`src/rtl/fp_pkg.sv`:
```
// Shared constants, derived widths, the control state enum and the
// round-to-nearest-even decision used by the normalise/round stage.
package fp_pkg;

  localparam int FRACTION = 23;
  localparam int EXPONENT = 8;
  localparam int BIAS     = 127;

  // {carry, hidden, fraction, G, R, S}
  localparam int MANT_W   = FRACTION + 5;
  // {sign, exponent, fraction}
  localparam int RESULT_W = 1 + EXPONENT + FRACTION;
  // Internal exponent carries two extra bits so that increments past the
  // all-ones field value and decrements are representable as signed values.
  localparam int EXP_W    = EXPONENT + 2;

  typedef enum logic [1:0] {
    ST_IDLE  = 2'd0,
    ST_NORM  = 2'd1,
    ST_ROUND = 2'd2,
    ST_DONE  = 2'd3
  } state_e;

  // Round half to even: bump when above half, or exactly half with an odd LSB.
  function automatic logic rne_up(input logic lsb, input logic g,
                                  input logic r, input logic s);
    return g & (r | s | lsb);
  endfunction

endpackage

```
`src/rtl/fp_rounder.sv`:
```
// Combinational round-to-nearest-even, post-round carry handling, overflow
// detection and inexact flag for an already normalised significand.
module fp_rounder
  import fp_pkg::*;
(
  input  logic                    sign_i,
  input  logic signed [EXP_W-1:0] exp_i,
  input  logic [FRACTION:0]       sig_i,     // {hidden, fraction}
  input  logic [2:0]              grs_i,     // {G, R, S}
  output logic [RESULT_W-1:0]     result_o,
  output logic                    overflow_o,
  output logic                    inexact_o
);

  localparam logic signed [EXP_W-1:0] EXP_MAX = EXP_W'((1 << EXPONENT) - 1);

  logic                    up_s;
  logic                    carry_s;
  logic [FRACTION-1:0]     frac_s;
  logic signed [EXP_W-1:0] exp_r_s;

  // Increment decision, fraction increment and exponent adjust on carry-out.
  always_comb begin
    up_s    = rne_up(sig_i[0], grs_i[2], grs_i[1], grs_i[0]);
    // The increment only ripples out of {hidden, fraction} when every bit is
    // set; the fraction then wraps to zero on its own.
    carry_s = (&sig_i) & up_s;
    frac_s  = sig_i[FRACTION-1:0] + {{(FRACTION-1){1'b0}}, up_s};
    exp_r_s = exp_i + $signed({{(EXP_W-1){1'b0}}, carry_s});
  end

  // Overflow check, inexact flag and packing of the final word.
  always_comb begin
    overflow_o = (exp_r_s >= EXP_MAX);
    inexact_o  = (|grs_i) | overflow_o;
    if (overflow_o) begin
      result_o = {sign_i, {EXPONENT{1'b1}}, {FRACTION{1'b0}}};
    end else begin
      result_o = {sign_i, exp_r_s[EXPONENT-1:0], frac_s};
    end
  end

endmodule

```
`src/rtl/fp_normalize_round.sv`:
```
// Post-add normalisation and rounding stage: iterative one-bit-per-cycle
// renormalisation, round-to-nearest-even, overflow to infinity and flush of
// underflow to zero. One item in flight, valid/ready on both sides.
module fp_normalize_round
  import fp_pkg::*;
(
  input  logic                clk,
  input  logic                rst,
  input  logic                in_valid,
  output logic                in_ready,
  input  logic                in_sign,
  input  logic [EXPONENT-1:0] in_exp,
  input  logic [MANT_W-1:0]   in_mant,
  output logic                out_valid,
  input  logic                out_ready,
  output logic [RESULT_W-1:0] out_result,
  output logic                out_overflow,
  output logic                out_underflow,
  output logic                out_inexact
);

  localparam logic signed [EXP_W-1:0] EXP_ONE = EXP_W'(1);

  state_e                  state_q,  state_d;
  logic                    sign_q,   sign_d;
  logic signed [EXP_W-1:0] exp_q,    exp_d;
  logic [MANT_W-1:0]       mant_q,   mant_d;
  logic [RESULT_W-1:0]     result_q, result_d;
  logic                    ovf_q,    ovf_d;
  logic                    unf_q,    unf_d;
  logic                    inx_q,    inx_d;
  logic                    valid_q;
  logic                    ready_q;

  logic [RESULT_W-1:0]     rnd_result_s;
  logic                    rnd_overflow_s;
  logic                    rnd_inexact_s;

  fp_rounder u_rounder (
    .sign_i     (sign_q),
    .exp_i      (exp_q),
    .sig_i      (mant_q[MANT_W-2:3]),
    .grs_i      (mant_q[2:0]),
    .result_o   (rnd_result_s),
    .overflow_o (rnd_overflow_s),
    .inexact_o  (rnd_inexact_s)
  );

  // Next-state and datapath updates for the accept/normalise/round/hold flow.
  always_comb begin
    state_d  = state_q;
    sign_d   = sign_q;
    exp_d    = exp_q;
    mant_d   = mant_q;
    result_d = result_q;
    ovf_d    = ovf_q;
    unf_d    = unf_q;
    inx_d    = inx_q;

    case (state_q)
      ST_IDLE: begin
        if (in_valid) begin
          sign_d = in_sign;
          exp_d  = {2'b00, in_exp};
          mant_d = in_mant;
          ovf_d  = 1'b0;
          unf_d  = 1'b0;
          inx_d  = 1'b0;
          if (in_mant == {MANT_W{1'b0}}) begin
            // Exact zero sum is always reported as +0.
            result_d = {RESULT_W{1'b0}};
            state_d  = ST_DONE;
          end else if (&in_exp) begin
            // Inf/NaN encodings pass straight through unrounded.
            result_d = {in_sign, in_exp, in_mant[MANT_W-3:3]};
            state_d  = ST_DONE;
          end else begin
            state_d = ST_NORM;
          end
        end else begin
          state_d = ST_IDLE;
        end
      end

      ST_NORM: begin
        if (mant_q[MANT_W-1]) begin
          // Carry out of the add: one right shift, dropped bit folds into S.
          mant_d  = {1'b0, mant_q[MANT_W-1:2], mant_q[1] | mant_q[0]};
          exp_d   = exp_q + EXP_ONE;
          state_d = ST_ROUND;
        end else if (mant_q[MANT_W-2]) begin
          state_d = ST_ROUND;
        end else if (exp_q <= EXP_ONE) begin
          // No room left to shift: flush to signed zero.
          result_d = {sign_q, {(RESULT_W-1){1'b0}}};
          unf_d    = 1'b1;
          inx_d    = 1'b1;
          state_d  = ST_DONE;
        end else begin
          mant_d  = {mant_q[MANT_W-2:0], 1'b0};
          exp_d   = exp_q - EXP_ONE;
          state_d = ST_NORM;
        end
      end

      ST_ROUND: begin
        result_d = rnd_result_s;
        ovf_d    = rnd_overflow_s;
        inx_d    = rnd_inexact_s;
        state_d  = ST_DONE;
      end

      ST_DONE: begin
        if (out_ready) begin
          state_d = ST_IDLE;
        end else begin
          state_d = ST_DONE;
        end
      end

      default: begin
        state_d = ST_IDLE;
      end
    endcase
  end

  // State, datapath and registered handshake outputs.
  always_ff @(posedge clk or posedge rst) begin
    if (rst) begin
      state_q  <= ST_IDLE;
      sign_q   <= 1'b0;
      exp_q    <= {EXP_W{1'b0}};
      mant_q   <= {MANT_W{1'b0}};
      result_q <= {RESULT_W{1'b0}};
      ovf_q    <= 1'b0;
      unf_q    <= 1'b0;
      inx_q    <= 1'b0;
      valid_q  <= 1'b0;
      ready_q  <= 1'b1;
    end else begin
      state_q  <= state_d;
      sign_q   <= sign_d;
      exp_q    <= exp_d;
      mant_q   <= mant_d;
      result_q <= result_d;
      ovf_q    <= ovf_d;
      unf_q    <= unf_d;
      inx_q    <= inx_d;
      valid_q  <= (state_d == ST_DONE);
      ready_q  <= (state_d == ST_IDLE);
    end
  end

  assign in_ready      = ready_q;
  assign out_valid     = valid_q;
  assign out_result    = result_q;
  assign out_overflow  = ovf_q;
  assign out_underflow = unf_q;
  assign out_inexact   = inx_q;

endmodule

```
`config.mk`:
```
export PLATFORM = sky130hd
export DESIGN_NAME = fp_normalize_round
export DESIGN_NICKNAME = d
export VERILOG_FILES = /design/src/rtl/fp_pkg.sv /design/src/rtl/fp_rounder.sv /design/src/rtl/fp_normalize_round.sv
export SDC_FILE = /design/constraint.sdc
export NUM_CORES = 1
export LEC_CHECK = 0
export CAP_MARGIN = 20
export CORE_ASPECT_RATIO = 1.4
export CORE_MARGIN = 1.5
export CORE_UTILIZATION = 70
export CTS_BUF_LIST = sky130_fd_sc_hd__clkbuf_8
export CTS_CLUSTER_SIZE = 30
export DETAILED_ROUTE_END_ITERATION = 7
export DONT_BUFFER_PORTS = 1
export HOLD_SLACK_MARGIN = 0.02
export PLACE_DENSITY = 0.86
export SKIP_CTS_REPAIR_TIMING = 1
export SYNTH_ARGS = -nofsm -noshare
export SYNTH_HDL_FRONTEND = slang
export SYNTH_SLANG_ARGS = --single-unit
```
`constraint.sdc`:
```
create_clock -name clk -period 4.66 [get_ports clk]
set_clock_uncertainty 0.15 [all_clocks]
set_input_delay 0.932 -clock clk [delete_from_list [all_inputs] [get_ports clk]]
set_output_delay 0.932 -clock clk [all_outputs]
set_load 0.03 [all_outputs]
```
* Yosys cells after proc, flatten, opt, wreduce, memory -nomap -nowiden
Cells that the tools add are included.
Operators by class: reductions and logical operators 16, $add $sub $neg 4, bitwise operators 5, muxes and demuxes 33, eq/ne operators 11, order comparisons 2
Operators by type and width (count):
- $mux 32 | 6
- $pmux 32 s3 | 1
- $mux 27 | 3
- $pmux 28 s2 | 1
- $mux 10 | 4
- $mux 31 | 1
- $logic_not 28->1 | 1
- $mux 28 | 1
- $reduce_and 24->1 | 1
- $add 23x1->23 | 1
- $pmux 10 s2 | 1
- $mux 2 | 7
- $add 10x2->10 | 1
- $add 10x2->10 const B | 1
- $ge 10x9->1 const B | 1
- $le 10x2->1 const B | 1
- $reduce_and 5->1 | 2
- $sub 10x2->10 const B | 1
- $ne 3x3->1 const B | 3
- $ne 2x2->1 const B | 4
- $pmux 2 s4 | 1
- $reduce_and 8->1 | 1
- $eq 2x2->1 const B | 3
- $reduce_and 2->1 | 3
- 12 further kinds | 21
Storage, ports and cells: logic and storage cells 82, output and inout port bits 37, register bits after elaboration 78, input bits 41

* Longest topological paths before layout
depth in word-level cells 8, depth in mapped cells 15, depth with buffers taken out 12

* By module
A second synthesis with hierarchy kept.
Unflattened totals: cell total of the unflattened synthesis 550, area total of the unflattened synthesis 5292.6 sq um
Modules (own cells, without submodules):
- fp_normalize_round | area each 4232.8 sq um, cells each 402, instances 1
- fp_rounder | area each 1059.8 sq um, cells each 148, instances 1

* Worst setup path before layout
OpenSTA, ideal clock, no wires.
path kind reg2reg, start point register mant_q[9], end point register result_q[10], in the netlist out_result[10], data required time 4.415 ns, arrival 2.897 ns, period minus slack after synthesis 3.142 ns, buffers on the path 3, stages on the path, launching flop included 15, slack 1.518 ns, cell sequence dfrtp_1 clkbuf_1 and4_1 nand4_1 nor2_1 nand4_1 nor2_1 ha_1 buf_2 nand4_1 o21ai_0 nand2_1 o31a_4 buf_6 o31ai_1
Between the ends: word-level cells in the longest chain between the ends 6, elaborated cells between the ends (all ways) 7
RTL lines:
- from (decl) | line fp_normalize_round.sv:27 | logic [MANT_W-1:0] mant_q, mant_d;
- from (signal assigned) | line fp_normalize_round.sv:133 | mant_q <= {MANT_W{1'b0}};
- from (signal assigned) | line fp_normalize_round.sv:144 | mant_q <= mant_d;
- $reduce_and 24->1 | line fp_rounder.sv:27 | carry_s = (&sig_i) & up_s;
- $and 1x1->1 | line fp_rounder.sv:27
- $add 10x2->10 | line fp_rounder.sv:29 | exp_r_s = exp_i + $signed({{(EXP_W-1){1'b0}}, carry_s});
- $ge 10x9->1 | line fp_rounder.sv:34 | overflow_o = (exp_r_s >= EXP_MAX);
- $mux 31 (*) | line fp_rounder.sv:36 | if (overflow_o) begin
- $pmux 32 s3 (*) | line fp_normalize_round.sv:60 | case (state_q)
- to (signal assigned) | line fp_normalize_round.sv:134 | result_q <= {RESULT_W{1'b0}};
- to (signal assigned) | line fp_normalize_round.sv:145 | result_q <= result_d;
- to (decl) | line fp_normalize_round.sv:28 | logic [RESULT_W-1:0] result_q, result_d;
Every way passes the cells marked *; elsewhere a longest branch is shown, timed or not. A chain may end at the register's enable or synchronous reset.

* Final worst setup path
start point register mant_q[9], end point register result_q[14], in the netlist out_result[14]
Same word-level chain as after synthesis.

==> qor.yml <==
final_cell_area_um2: 5500
synth_area_um2: 5300
cts.path.max_buffers: 2
n_fill_cell: 515
start_util_pct: 72.0
wl_um: 14400
yosys.area.top_type: "dfrtp_1"
reg2reg_slack_ns: 1.03
die-area_um2: 8110
async_flop_share_pct: 100
ant_nets: 0
layoutNonFillerInstCount: 666
power.net_switching_w: 0.00228
syn_to_final_growth_pct: 3.80
switching_share_pct: 51.2
grt_start_max_net_pins: 52
yosys_warnings: 0
seqPwrFrac_pct: 38.2
yosysUniqueCellTypes: 62
slew_violations: 0
synthAdderAreaFrac_pct: 2.60
firstDrtPassIters: 8
routed_via_density: 7.00
yosys.area.top_type_share_pct: 36.4
finalWorstSetupSlack_ns: 1.03
diodes: 0
power.leakage_nw: 2.28
synth_xor_area_share_pct: 5.45
wl_per_cell_um: 21.6
die-height_um: 106
synth_simple_gate_area_share_pct: 21.0
core_um2: 7360
grt_overflow_total: 0
grt_pass1_vias: 4625
cts_tree: "done"
clkPwrFrac_pct: 13.0
routabilityCongestion: 0.945
cts_made_buffers: 9
combPwrFrac_pct: 48.7
synth_top_family_by_area: "compound AO/OA/AOI/OAI gates"
drt_iter0_drc: 449
peakVddDrop_v: 0.000537
finalHoldViolCount: 0
clkTransAtPathRegs_ns: 0.08
dieWidth_um: 76.5
grt_pass1_wl_um: 23300
powerDensity_nw_per_um2: 810
max_freq_mhz: 276
antenna_found_initial: 0
post-route-period-util_pct: 77.9
dr_total_vias: 4662
synth.avg_cell_area_um2: 8.88
cts.sinks: 78
fin_setup_tns_ns: 0
drcViolationCount: 0
syn_nets: 649
fin_util_pct: 74.7
synth_edf_count: 0
worstPathArrival_ns: 3.74
io_pins: 78
rsz0062_at_grt: "no"
cp-end-kind: "register"
worst_setup_path_start_kind: "register"
cap_violations: 0
worst_slew_pin_slew_ns: 1.02
synth_ff_type: "dfrtp_1"
h-tree-depth: 3
min_path_type: "register to register"
drive_above_1_share_pct: 7.03
cts_root_buffer: "clkbuf_8"
placed_area_um2: 5230
run_status: "finished, final reports clean"
netlist_instances: 597
finalNetCount: 616
num_rows: 37
maxSlewHeadroom_pct: 32.2
portBuffers: 0
synth_compound_area_share_pct: 23.5
synth_area_leaders: "dfrtp_1 36%, mux2i_1 4.5%, o21ai_0 4.3%, nand2_1 4.0%, nor2b_1 3.5%"
ys_seq_area_share_pct: 36.9
clock_latency_ns: 0.37
fin_crit_ns: 3.63
cp.required_ns: 4.77
p_int_w: 0.00218
grt_usage_pct: 36.7
path_max_fanout: 23
hpwl_um: 9990
crit_type: "register to register"
placed_cells: 648
synth-seq-cells: 78
setup_viol: 0
pre_cts_ws_ns: 1.10
synthMuxAreaShare_pct: 4.75
-- sequential cells by signal, summed over array words and instances, names as in the netlist --
| signal | count |
|---|---|
| exp_q | 10 |
| in_ready | 1 |
| mant_q | 28 |
| out_inexact | 1 |
| out_overflow | 1 |
| out_result | 32 |
| out_underflow | 1 |
| out_valid | 1 |
| sign_q | 1 |
| state_q | 2 |
-- stage by stage --
stage                     hold slack, ns  total power [W]
after floorplan                    0.329          0.00335
after global placement             0.337          0.00368
after detailed placement           0.348          0.00378
after CTS                          0.366          0.00436
after global routing               0.379          0.00476
final                              0.374          0.00446
-- power by group through the flow --
stage	logic (W)	clock network (W)	registers, W
2_1_floorplan	0.00185	0	0.00150
3_3_place_gp	0.00199	0	0.00169
3_5_place_dp	0.00208	0	0.00170
4_1_cts	0.00209	0.000583	0.00169
5_1_grt	0.00241	0.000604	0.00175
6_report	0.00217	0.000581	0.00170
-- final cells by class --
type	instances	area, um2	share of cell area [%]
timing repair buffer	7	85.1	1.55
tap	97	121	2.21
sequential	78	1950	35.5
multi-input combinational	454	3060	55.7
clock buffer	11	151	2.75
clock inverter	5	75.1	1.36
inverter	14	53.8	0.978
-- placed cells by master (no fill, tap or decap), drive strengths merged, types with 6 or more instances in the layout --
| cell type | synthesis | final |
|---|---|---|
| a21oi | 25 | 25 |
| a221oi | 18 | 18 |
| a222oi | 8 | 8 |
| a22oi | 6 | 6 |
| and3 | 24 | 24 |
| buf | 26 | 7 |
| clkbuf | 25 | 11 |
| dfrtp | 77 | 77 |
| ha | 11 | 11 |
| inv | 13 | 14 |
| mux2i | 24 | 24 |
| nand2 | 57 | 57 |
| nand2b | 6 | 6 |
| nand3 | 20 | 20 |
| nand4 | 13 | 13 |
| nor2 | 24 | 24 |
| nor2b | 30 | 30 |
| nor3 | 7 | 7 |
| nor4 | 14 | 14 |
| o21ai | 50 | 50 |
| o31ai | 29 | 29 |
| xnor2 | 14 | 14 |
| xor2 | 19 | 19 |
-- final timing paths --
path,startpoint,end,depth (start not counted)
setup / recovery,mant_q[9]$_DFFE_PP0P_,out_result[14]$_DFFE_PP0P_,11
hold / removal,sign_q$_DFFE_PP0P_,sign_q$_DFFE_PP0P_,1
setup reg to reg,mant_q[9]$_DFFE_PP0P_,out_result[14]$_DFFE_PP0P_,11
hold reg to reg,sign_q$_DFFE_PP0P_,sign_q$_DFFE_PP0P_,1
max in group asynchronous,rst,mant_q[18]$_DFFE_PP0P_,2
min in group asynchronous,rst,exp_q[4]$_DFFE_PP0P_,1
-- cell usage after synthesis, types with 3 or more instances --
cell type,number
ha_1,11
a31oi_1,3
o21ai_0,46
nor2_1,24
nor2b_1,30
and3_1,24
o31ai_1,22
xor2_1,19
dfrtp_1,77
o31a_1,3
a22oi_1,6
nor4_1,13
o21ai_1,4
o21a_1,4
or3_1,4
nand3_1,20
buf_1,6
clkbuf_1,25
nor3_1,7
a211oi_1,4
nand4_1,13
xnor2_1,14
mux2i_1,24
nand2b_1,6
a21oi_1,25
a221oi_1,17
and2_1,4
o32ai_1,3
a222oi_1,8
buf_6,6
and4_1,4
buf_2,12
inv_1,13
o31ai_2,6
nand2_1,57
-- logic make-up (layout without fill, tap and decap cells) --
group,count (synthesis),in the layout
DFF,78,78
xor gates and xnor gates,33,33
adders and majority gates,11,11
and+or+nand+nor,212,212
muxes,25,25
AOI/OAI and AO/OA,173,173
buffers and inverters,65,37
-- worst max-delay path: stages (launching register included) --
cell and delay [ns]:
dfrtp_1 0.49, and4_1 0.27, nand4_1 0.14, nor2_1 0.22
nand4_1 0.13, nor2_1 0.22, ha_1 0.34, nand4_1 0.32
o21ai_0 0.25, nand2_1 0.17, o31a_4 0.50, o31ai_1 0.30
-- layer usage --
layer	part of all wire [%]	GRT usage, %	vias up	wire length (um)
met5	0	0	-	0
met4	5.2	21.7	0	741
met3	8.2	7.55	62	1180
met2	51	62.8	262	7400
met1	35	42.3	2195	5050
li1	-	-	2143	-
Note: power is estimated with default switching activity, not from simulation.
